$ cat config.mk
export PLATFORM = sky130hd
export DESIGN_NAME = muldiv_unit_flat
export DESIGN_NICKNAME = d
export VERILOG_FILES = /design/src/rtl/muldiv_unit_if.sv /design/src/rtl/muldiv_unit.sv /design/src/flat_wrapper.sv
export SDC_FILE = /design/constraint.sdc
export NUM_CORES = 1
export LEC_CHECK = 0
export BUFFER_PORTS_ARGS = -buffer_cell sky130_fd_sc_hd__clkbuf_2
export CAP_MARGIN = 20
export CORE_MARGIN = 4
export CORE_UTILIZATION = 40
export CTS_BUF_LIST = sky130_fd_sc_hd__clkbuf_16
export DETAILED_ROUTE_END_ITERATION = 16
export GPL_ROUTABILITY_DRIVEN = 0
export PLACE_DENSITY_LB_ADDON = 0.1
export SETUP_SLACK_MARGIN = 0.15
export SLEW_MARGIN = 30
export SYNTH_ARGS = -nofsm -noshare
export SYNTH_HDL_FRONTEND = slang
export SYNTH_SLANG_ARGS = --single-unit
$ cat constraint.sdc
create_clock -name clock -period 6.1 [get_ports clock]
set_input_delay 0 -clock clock [delete_from_list [all_inputs] [get_ports clock]]
set_output_delay 0 -clock clock [all_outputs]
set_load 0.03 [all_outputs]
$ cat src/rtl/muldiv_unit_if.sv
// Request/result bundle for muldiv_unit: operation request in, HI/LO results and status out.
interface muldiv_unit_if #(
    parameter int unsigned WIDTH = 32
);
    logic             start;
    logic [2:0]       op;
    logic [WIDTH-1:0] a;
    logic [WIDTH-1:0] b;
    logic             busy;
    logic             done;
    logic             div_by_zero;
    logic [WIDTH-1:0] hi;
    logic [WIDTH-1:0] lo;

    modport master (
        output start, op, a, b,
        input  busy, done, div_by_zero, hi, lo
    );

    modport slave (
        input  start, op, a, b,
        output busy, done, div_by_zero, hi, lo
    );
endinterface

$ cat src/rtl/muldiv_unit.sv
// Iterative MIPS-style multiply/divide unit with HI/LO registers, one operand bit per cycle.
// Define MULDIV_SIGNED_EN for two's-complement MULT/DIV; otherwise they behave as MULTU/DIVU.
module muldiv_unit #(
    parameter int unsigned WIDTH = 32
) (
    input  logic         clock,
    input  logic         reset_n,
    muldiv_unit_if.slave bus
);
    localparam int unsigned CW = $clog2(WIDTH + 1);

    typedef enum logic [1:0] {
        IDLE,
        RUN,
        FINISH
    } state_t;

    typedef enum logic [2:0] {
        OP_MULT  = 3'b000,
        OP_MULTU = 3'b001,
        OP_DIV   = 3'b010,
        OP_DIVU  = 3'b011,
        OP_MTHI  = 3'b100,
        OP_MTLO  = 3'b101,
        OP_NOP6  = 3'b110,
        OP_NOP7  = 3'b111
    } op_t;

    state_t             state, state_nx;
    logic [CW-1:0]      count;
    logic               is_div;
    logic [WIDTH-1:0]   a_raw;
    logic [WIDTH-1:0]   operand_b;
    logic [WIDTH-1:0]   acc_hi;
    logic [WIDTH-1:0]   acc_lo;
    logic [WIDTH-1:0]   hi_q;
    logic [WIDTH-1:0]   lo_q;
    logic               done_q;
    logic               dbz_q;

    logic               accept;
    logic               move_hi;
    logic               move_lo;
    logic [WIDTH-1:0]   a_mag;
    logic [WIDTH-1:0]   b_mag;
    logic [WIDTH:0]     mul_sum;
    logic [WIDTH:0]     div_shift;
    logic [WIDTH:0]     div_trial;
    logic [WIDTH-1:0]   step_hi;
    logic [WIDTH-1:0]   step_lo;
    logic [2*WIDTH-1:0] prod;
    logic [WIDTH-1:0]   quo;
    logic [WIDTH-1:0]   rem;
    logic               b_zero;
    logic [WIDTH-1:0]   res_hi;
    logic [WIDTH-1:0]   res_lo;
`ifdef MULDIV_SIGNED_EN
    logic               sign_a;
    logic               sign_b;
    logic               neg_res;
    logic               neg_rem;
`endif

    always_ff @(posedge clock or negedge reset_n) begin
        if (!reset_n) begin
            state <= IDLE;
        end else begin
            state <= state_nx;
        end
    end

    always_comb begin
        state_nx = state;
        accept   = 1'b0;
        move_hi  = 1'b0;
        move_lo  = 1'b0;
        case (state)
            IDLE: begin
                if (bus.start) begin
                    case (bus.op)
                        OP_MULT, OP_MULTU, OP_DIV, OP_DIVU: begin
                            accept   = 1'b1;
                            state_nx = RUN;
                        end
                        OP_MTHI: move_hi = 1'b1;
                        OP_MTLO: move_lo = 1'b1;
                        default: ;
                    endcase
                end
            end
            RUN:     if (count == CW'(1)) state_nx = FINISH;
            FINISH:  state_nx = IDLE;
            default: state_nx = IDLE;
        endcase
    end

    // Operands are reduced to magnitudes up front so the iterative core is always unsigned.
    always_comb begin
`ifdef MULDIV_SIGNED_EN
        sign_a = ((bus.op == OP_MULT) || (bus.op == OP_DIV)) && bus.a[WIDTH-1];
        sign_b = ((bus.op == OP_MULT) || (bus.op == OP_DIV)) && bus.b[WIDTH-1];
        a_mag  = sign_a ? -bus.a : bus.a;
        b_mag  = sign_b ? -bus.b : bus.b;
`else
        a_mag  = bus.a;
        b_mag  = bus.b;
`endif
    end

    // Multiply: {acc_hi,acc_lo} shifts right with conditional add. Divide: restoring step on {acc_hi,acc_lo}.
    always_comb begin
        mul_sum   = {1'b0, acc_hi} + (acc_lo[0] ? {1'b0, operand_b} : '0);
        div_shift = {acc_hi, acc_lo[WIDTH-1]};
        div_trial = div_shift - {1'b0, operand_b};
        if (is_div) begin
            step_hi = div_trial[WIDTH] ? div_shift[WIDTH-1:0] : div_trial[WIDTH-1:0];
            step_lo = {acc_lo[WIDTH-2:0], ~div_trial[WIDTH]};
        end else begin
            step_hi = mul_sum[WIDTH:1];
            step_lo = {mul_sum[0], acc_lo[WIDTH-1:1]};
        end
    end

    always_comb begin
        b_zero = (operand_b == '0);
        prod   = {acc_hi, acc_lo};
        quo    = acc_lo;
        rem    = acc_hi;
`ifdef MULDIV_SIGNED_EN
        if (neg_res) begin
            prod = -prod;
            quo  = -acc_lo;
        end
        if (neg_rem) begin
            rem = -acc_hi;
        end
`endif
        if (is_div) begin
            if (b_zero) begin
                res_hi = a_raw;
                res_lo = '1;
            end else begin
                res_hi = rem;
                res_lo = quo;
            end
        end else begin
            res_hi = prod[2*WIDTH-1:WIDTH];
            res_lo = prod[WIDTH-1:0];
        end
    end

    always_ff @(posedge clock or negedge reset_n) begin
        if (!reset_n) begin
            count     <= '0;
            is_div    <= 1'b0;
            a_raw     <= '0;
            operand_b <= '0;
            acc_hi    <= '0;
            acc_lo    <= '0;
            hi_q      <= '0;
            lo_q      <= '0;
            done_q    <= 1'b0;
            dbz_q     <= 1'b0;
`ifdef MULDIV_SIGNED_EN
            neg_res   <= 1'b0;
            neg_rem   <= 1'b0;
`endif
        end else begin
            done_q <= 1'b0;
            if (accept) begin
                count     <= CW'(WIDTH);
                is_div    <= bus.op[1];
                a_raw     <= bus.a;
                operand_b <= b_mag;
                acc_hi    <= '0;
                acc_lo    <= a_mag;
`ifdef MULDIV_SIGNED_EN
                neg_res   <= sign_a ^ sign_b;
                neg_rem   <= sign_a;
`endif
            end
            if (move_hi) hi_q <= bus.a;
            if (move_lo) lo_q <= bus.a;
            if (state == RUN) begin
                acc_hi <= step_hi;
                acc_lo <= step_lo;
                count  <= count - CW'(1);
            end
            if (state == FINISH) begin
                hi_q   <= res_hi;
                lo_q   <= res_lo;
                done_q <= 1'b1;
                dbz_q  <= is_div & b_zero;
            end
        end
    end

    assign bus.busy        = (state != IDLE);
    assign bus.done        = done_q;
    assign bus.div_by_zero = dbz_q;
    assign bus.hi          = hi_q;
    assign bus.lo          = lo_q;
endmodule

$ cat src/flat_wrapper.sv
// flat-port wrapper written by rule: the top's interface ports become plain ports
module muldiv_unit_flat 
#(
    parameter int unsigned WIDTH = 32
)
  (clock, reset_n, bus_start, bus_op, bus_a, bus_b, bus_busy, bus_done, bus_div_by_zero, bus_hi, bus_lo);
  muldiv_unit_if #(.WIDTH(WIDTH)) bus_i ();
  input  logic clock;
  input  logic reset_n;
  input wire logic [$bits(bus_i.start)-1:0] bus_start;
  input wire logic [$bits(bus_i.op)-1:0] bus_op;
  input wire logic [$bits(bus_i.a)-1:0] bus_a;
  input wire logic [$bits(bus_i.b)-1:0] bus_b;
  output wire logic [$bits(bus_i.busy)-1:0] bus_busy;
  output wire logic [$bits(bus_i.done)-1:0] bus_done;
  output wire logic [$bits(bus_i.div_by_zero)-1:0] bus_div_by_zero;
  output wire logic [$bits(bus_i.hi)-1:0] bus_hi;
  output wire logic [$bits(bus_i.lo)-1:0] bus_lo;
  assign bus_i.start = bus_start;
  assign bus_i.op = bus_op;
  assign bus_i.a = bus_a;
  assign bus_i.b = bus_b;
  assign bus_busy = bus_i.busy;
  assign bus_done = bus_i.done;
  assign bus_div_by_zero = bus_i.div_by_zero;
  assign bus_hi = bus_i.hi;
  assign bus_lo = bus_i.lo;
  muldiv_unit #(.WIDTH(WIDTH)) u_core (.clock(clock), .reset_n(reset_n), .bus(bus_i));
endmodule
==> impl_metrics.py <==
metrics = {
    "placement": {
        "post-place-cells": 1959,
        "dpl-instance-area_sq_mm": 0.0138,
        "numPortBuffers": 136,
        "place_hpwl_microns": 27800,
        "dp_worst_setup_slack_ns": 1.90,
    },
    "clocking": {
        "post_cts_hold_buffer_count": 66,
        "sink_count": 203,
        "cts-buffers-inserted": 25,
        "worstSkewPairLatency_ns": 0.55,
        "clock_tree.htree_level_count": 1,
        "cts_tree": "yes",
        "worst_setup_hold_path_clk_slew_ns": 0.06,
        "cts_buffer_depth": 3,
        "ctsResizeCount": 0,
        "clk_root_buffer_cell": "sky130_fd_sc_hd__clkbuf_16",
        "cts_post_setup_buffers_inserted": 0,
    },
    "synth": {
        "postSynthAreaPerCell_sq_um": 8.62,
        "number_of_enable_flip_flop_cells_after_synthesis": 0,
        "yosysSeqAreaShare": 0.397,
        "ys_async_sr_fraction": 1.00,
        "synth_flop_type": "sky130_fd_sc_hd__dfrtp_1",
        "synth_top_area_share": 0.397,
        "yosys_register_bits": 203,
        "yosys_warnings": 0,
        "post_synth_instance_area_sq_mm": 0.0128,
        "count_leader_synth": "sky130_fd_sc_hd__nand2_1",
        "synth_top_cells_by_area": "sky130_fd_sc_hd__dfrtp_1, sky130_fd_sc_hd__nand2_1, sky130_fd_sc_hd__o21ai_0",
        "netlist.top_cell.by_area": "sky130_fd_sc_hd__dfrtp_1",
        "netlist_instances": 1486,
        "synth_cell_types": 75,
        "syn-num-nets": 1624,
        "ys_top_cells_by_count": "sky130_fd_sc_hd__nand2_1, sky130_fd_sc_hd__dfrtp_1, sky130_fd_sc_hd__o21ai_0, sky130_fd_sc_hd__mux2i_1, sky130_fd_sc_hd__clkbuf_1",
    },
    "critical_path": {
        "required_worst_endpoint_ns": 6.52,
        "largest_stage_delay_worst_path_ns": 0.77,
        "crit_cells": 11,
        "rr_endpoint": "u_core.acc_hi[30]$_DFFE_PN0P_",
        "timing.reg2reg.worst_path_depth": 11,
        "worst_r2r_startpoint": "u_core.acc_lo[0]$_DFFE_PN0P_",
        "cpMaxStageDelayCell": "sky130_fd_sc_hd__dfrtp_1",
        "count_of_buffering_cells_on_the_critical_path_with_inverters_included": 1,
        "worst-endpoint-arrival_ns": 4.53,
        "critical-path-top-delay-family": "compound AO/OA/AOI/OAI gates",
        "critical_path.max_fanout": 19,
        "worst_setup_path_end_kind": "flop",
        "worstPathCellList": "buf_4 -> and2_1 -> ha_1 -> a211o_1 -> o31ai_1 -> a21oi_1 -> o21ai_1 -> o211ai_1 -> a311oi_1 -> mux2i_1 -> nand3_1",
        "worst_setup_path_start_kind": "flop",
        "timing_worst_setup_path_type": "reg -> reg",
        "timing.reg2reg.setup_slack_ns": 1.99,
    },
    "global_routing": {
        "gr-total-overflow": 0,
        "globalRouteTotalUtil": 0.225,
        "antenna_found_initial": 0,
        "wire_length_of_the_first_global_routing_pass_microns": 64800,
        "maximum_number_of_pins_on_one_net_before_global_route_repair": 102,
        "grt_pass1_vias": 11513,
    },
    "routing": {
        "detail-route-antenna-nets": 0,
        "totalWireLength_microns": 40100,
        "total_drc_errors_in_the_routed_layout": 0,
        "avgRoutedWirePerCell_microns": 19.4,
        "detail_route.first_pass.iterations": 5,
        "drt_iter0_drc": 737,
        "dr_total_vias": 11465,
        "routed_via_density": 5.54,
    },
    "power_and_ir_drop": {
        "standby_leakage_power_nw": 7.10,
        "post-layout-total-power_mw": 10.0,
        "worst_case_vdd_ir_drop_mv": 0.313,
        "power_density_mw_per_mm2": 657,
    },
    "sta": {
        "fmax_mhz": 244,
        "finalHoldViolCount": 0,
        "final.setup.worst_slack_ns": 1.99,
        "final.period_utilization": 0.673,
        "post_route_worst_hold_slack_ns": 0.0790,
        "setup_viol": 0,
        "max-slew-margin-rel": 0.375,
        "drv_slew": 0,
        "rsz0062_at_grt": "false",
        "clock_skew_ns": 0.0146,
        "worst_pin_slew_ns": 0.938,
        "fin_tns_setup_ns": 0,
        "fin_crit_ns": 4.11,
    },
    "die": {
        "dieHeight_microns": 187,
        "floorplan.die_area_sq_mm": 0.0349,
        "core.rowCount": 65,
        "coreArea_sq_mm": 0.0316,
        "top_level_port_count": 137,
        "initial_core_utilization": 0.406,
        "width_of_the_die_microns": 187,
    },
    "final_layout": {
        "fillerInstances": 3082,
        "final_nets": 1788,
        "layout-drive-gt1-share": 0.129,
        "finish.instance_area_sq_mm": 0.0152,
        "layout-area-overhead-vs-synth_pct": 18.9,
        "stdcell_count": 2069,
        "layout.core_utilization": 0.482,
    },
    "status": {
        "outcome": "finished clean",
    },
    "min_path": {
        "holdCritPathClass": "in -> async",
    },
    "job": {
        "max_cap_viols": 0,
    },
}
layout by cell type (no fill, tap or decap), drive strengths merged, types with 8 or more instances in the layout:
master / n
o21bai: 12
ha: 66
a21oi: 66
mux2i: 81
buf: 18
clkinv: 11
a31oi: 11
nand2: 318
a21o: 31
nor4: 10
a211oi: 8
xnor2: 29
and2: 34
o211ai: 41
clkbuf: 161
dlygate4sd3: 66
a22oi: 45
nor2: 40
nand3: 14
o21ai: 178
nand4: 14
nor2b: 12
dfrtp: 203
o21a: 11
inv: 63
xor2: 19
nor3: 19
cells by family (layout without fill, tap and decap cells):
logic type / Yosys count / after routing / share of synthesized area
other cells: 0 / 1 / 0
mux: 83 / 83 / 0.0651
simple gates: 493 / 493 / 0.171
compound gates: 451 / 451 / 0.223
xor+xnor: 48 / 48 / 0.0328
buf+inv: 140 / 320 / 0.0435
fa+ha+maj: 68 / 68 / 0.0676
flops: 203 / 203 / 0.397
power by group:
group | internal (mW) | switching, mW | total (mW) | leakage, nW
clock network | 0.743 | 0.605 | 1.35 | 0.378
logic | 2.33 | 3.61 | 5.93 | 4.23
registers | 2.02 | 0.701 | 2.72 | 2.49
total | 5.09 | 4.91 | 10.0 | 7.10
worst reg2reg max path, cell delays in order, from the launching register on:
cell and delay [ns]:
sky130_fd_sc_hd__dfrtp_1 0.77, sky130_fd_sc_hd__buf_4 0.37, sky130_fd_sc_hd__and2_1 0.16, sky130_fd_sc_hd__ha_1 0.29, sky130_fd_sc_hd__a211o_1 0.28, sky130_fd_sc_hd__o31ai_1 0.36, sky130_fd_sc_hd__a21oi_1 0.16, sky130_fd_sc_hd__o21ai_1 0.59
sky130_fd_sc_hd__o211ai_1 0.31, sky130_fd_sc_hd__a311oi_1 0.39, sky130_fd_sc_hd__mux2i_1 0.22, sky130_fd_sc_hd__nand3_1 0.09
registers in the layout (all words and copies together) (netlist names), 2 cells and up:
name              count
u_core.acc_hi        32
u_core.bus.lo        32
u_core.operand_b     32
u_core.count          6
u_core.state          2
u_core.acc_lo        32
u_core.a_raw         32
u_core.bus.hi        32
cell type report:
cell class | count | area (sq um) | share of cell area
sequential | 203 | 5080 | 0.334
clock inverter | 18 | 96.3 | 0.00633
multi-input combinational | 1143 | 7220 | 0.474
inverter | 57 | 214 | 0.0141
tap | 402 | 503 | 0.0330
timing repair buffer | 220 | 1490 | 0.0976
clock buffer | 25 | 626 | 0.0411
antenna | 1 | 2.50 | 0.000164
per-layer routing:
metal / global-route usage / wire length, microns / up-vias
met5: 0 / 0 / -
met4: 0.0538 / 860 / 0
met3: 0.0310 / 2160 / 55
met2: 0.347 / 17400 / 318
met1: 0.336 / 19700 / 5484
li1: - / - / 5608
worst max path at each step:
stage,from,to,slack (ns)
CTS,u_core.acc_lo[31]$_DFFE_PN0P_,u_core.acc_hi[1]$_DFFE_PN0P_,1.87
global placement,u_core.acc_lo[31]$_DFFE_PN0P_,u_core.acc_hi[1]$_DFFE_PN0P_,1.93
finish,u_core.acc_lo[0]$_DFFE_PN0P_,u_core.acc_hi[30]$_DFFE_PN0P_,1.99
global route,u_core.acc_lo[0]$_DFFE_PN0P_,u_core.acc_hi[30]$_DFFE_PN0P_,1.67
detailed placement,u_core.acc_lo[31]$_DFFE_PN0P_,u_core.acc_hi[1]$_DFFE_PN0P_,1.90
floorplan,u_core.acc_lo[31]$_DFFE_PN0P_,u_core.acc_hi[12]$_DFFE_PN0P_,2.91
Note: power is estimated with default switching activity, not from simulation.
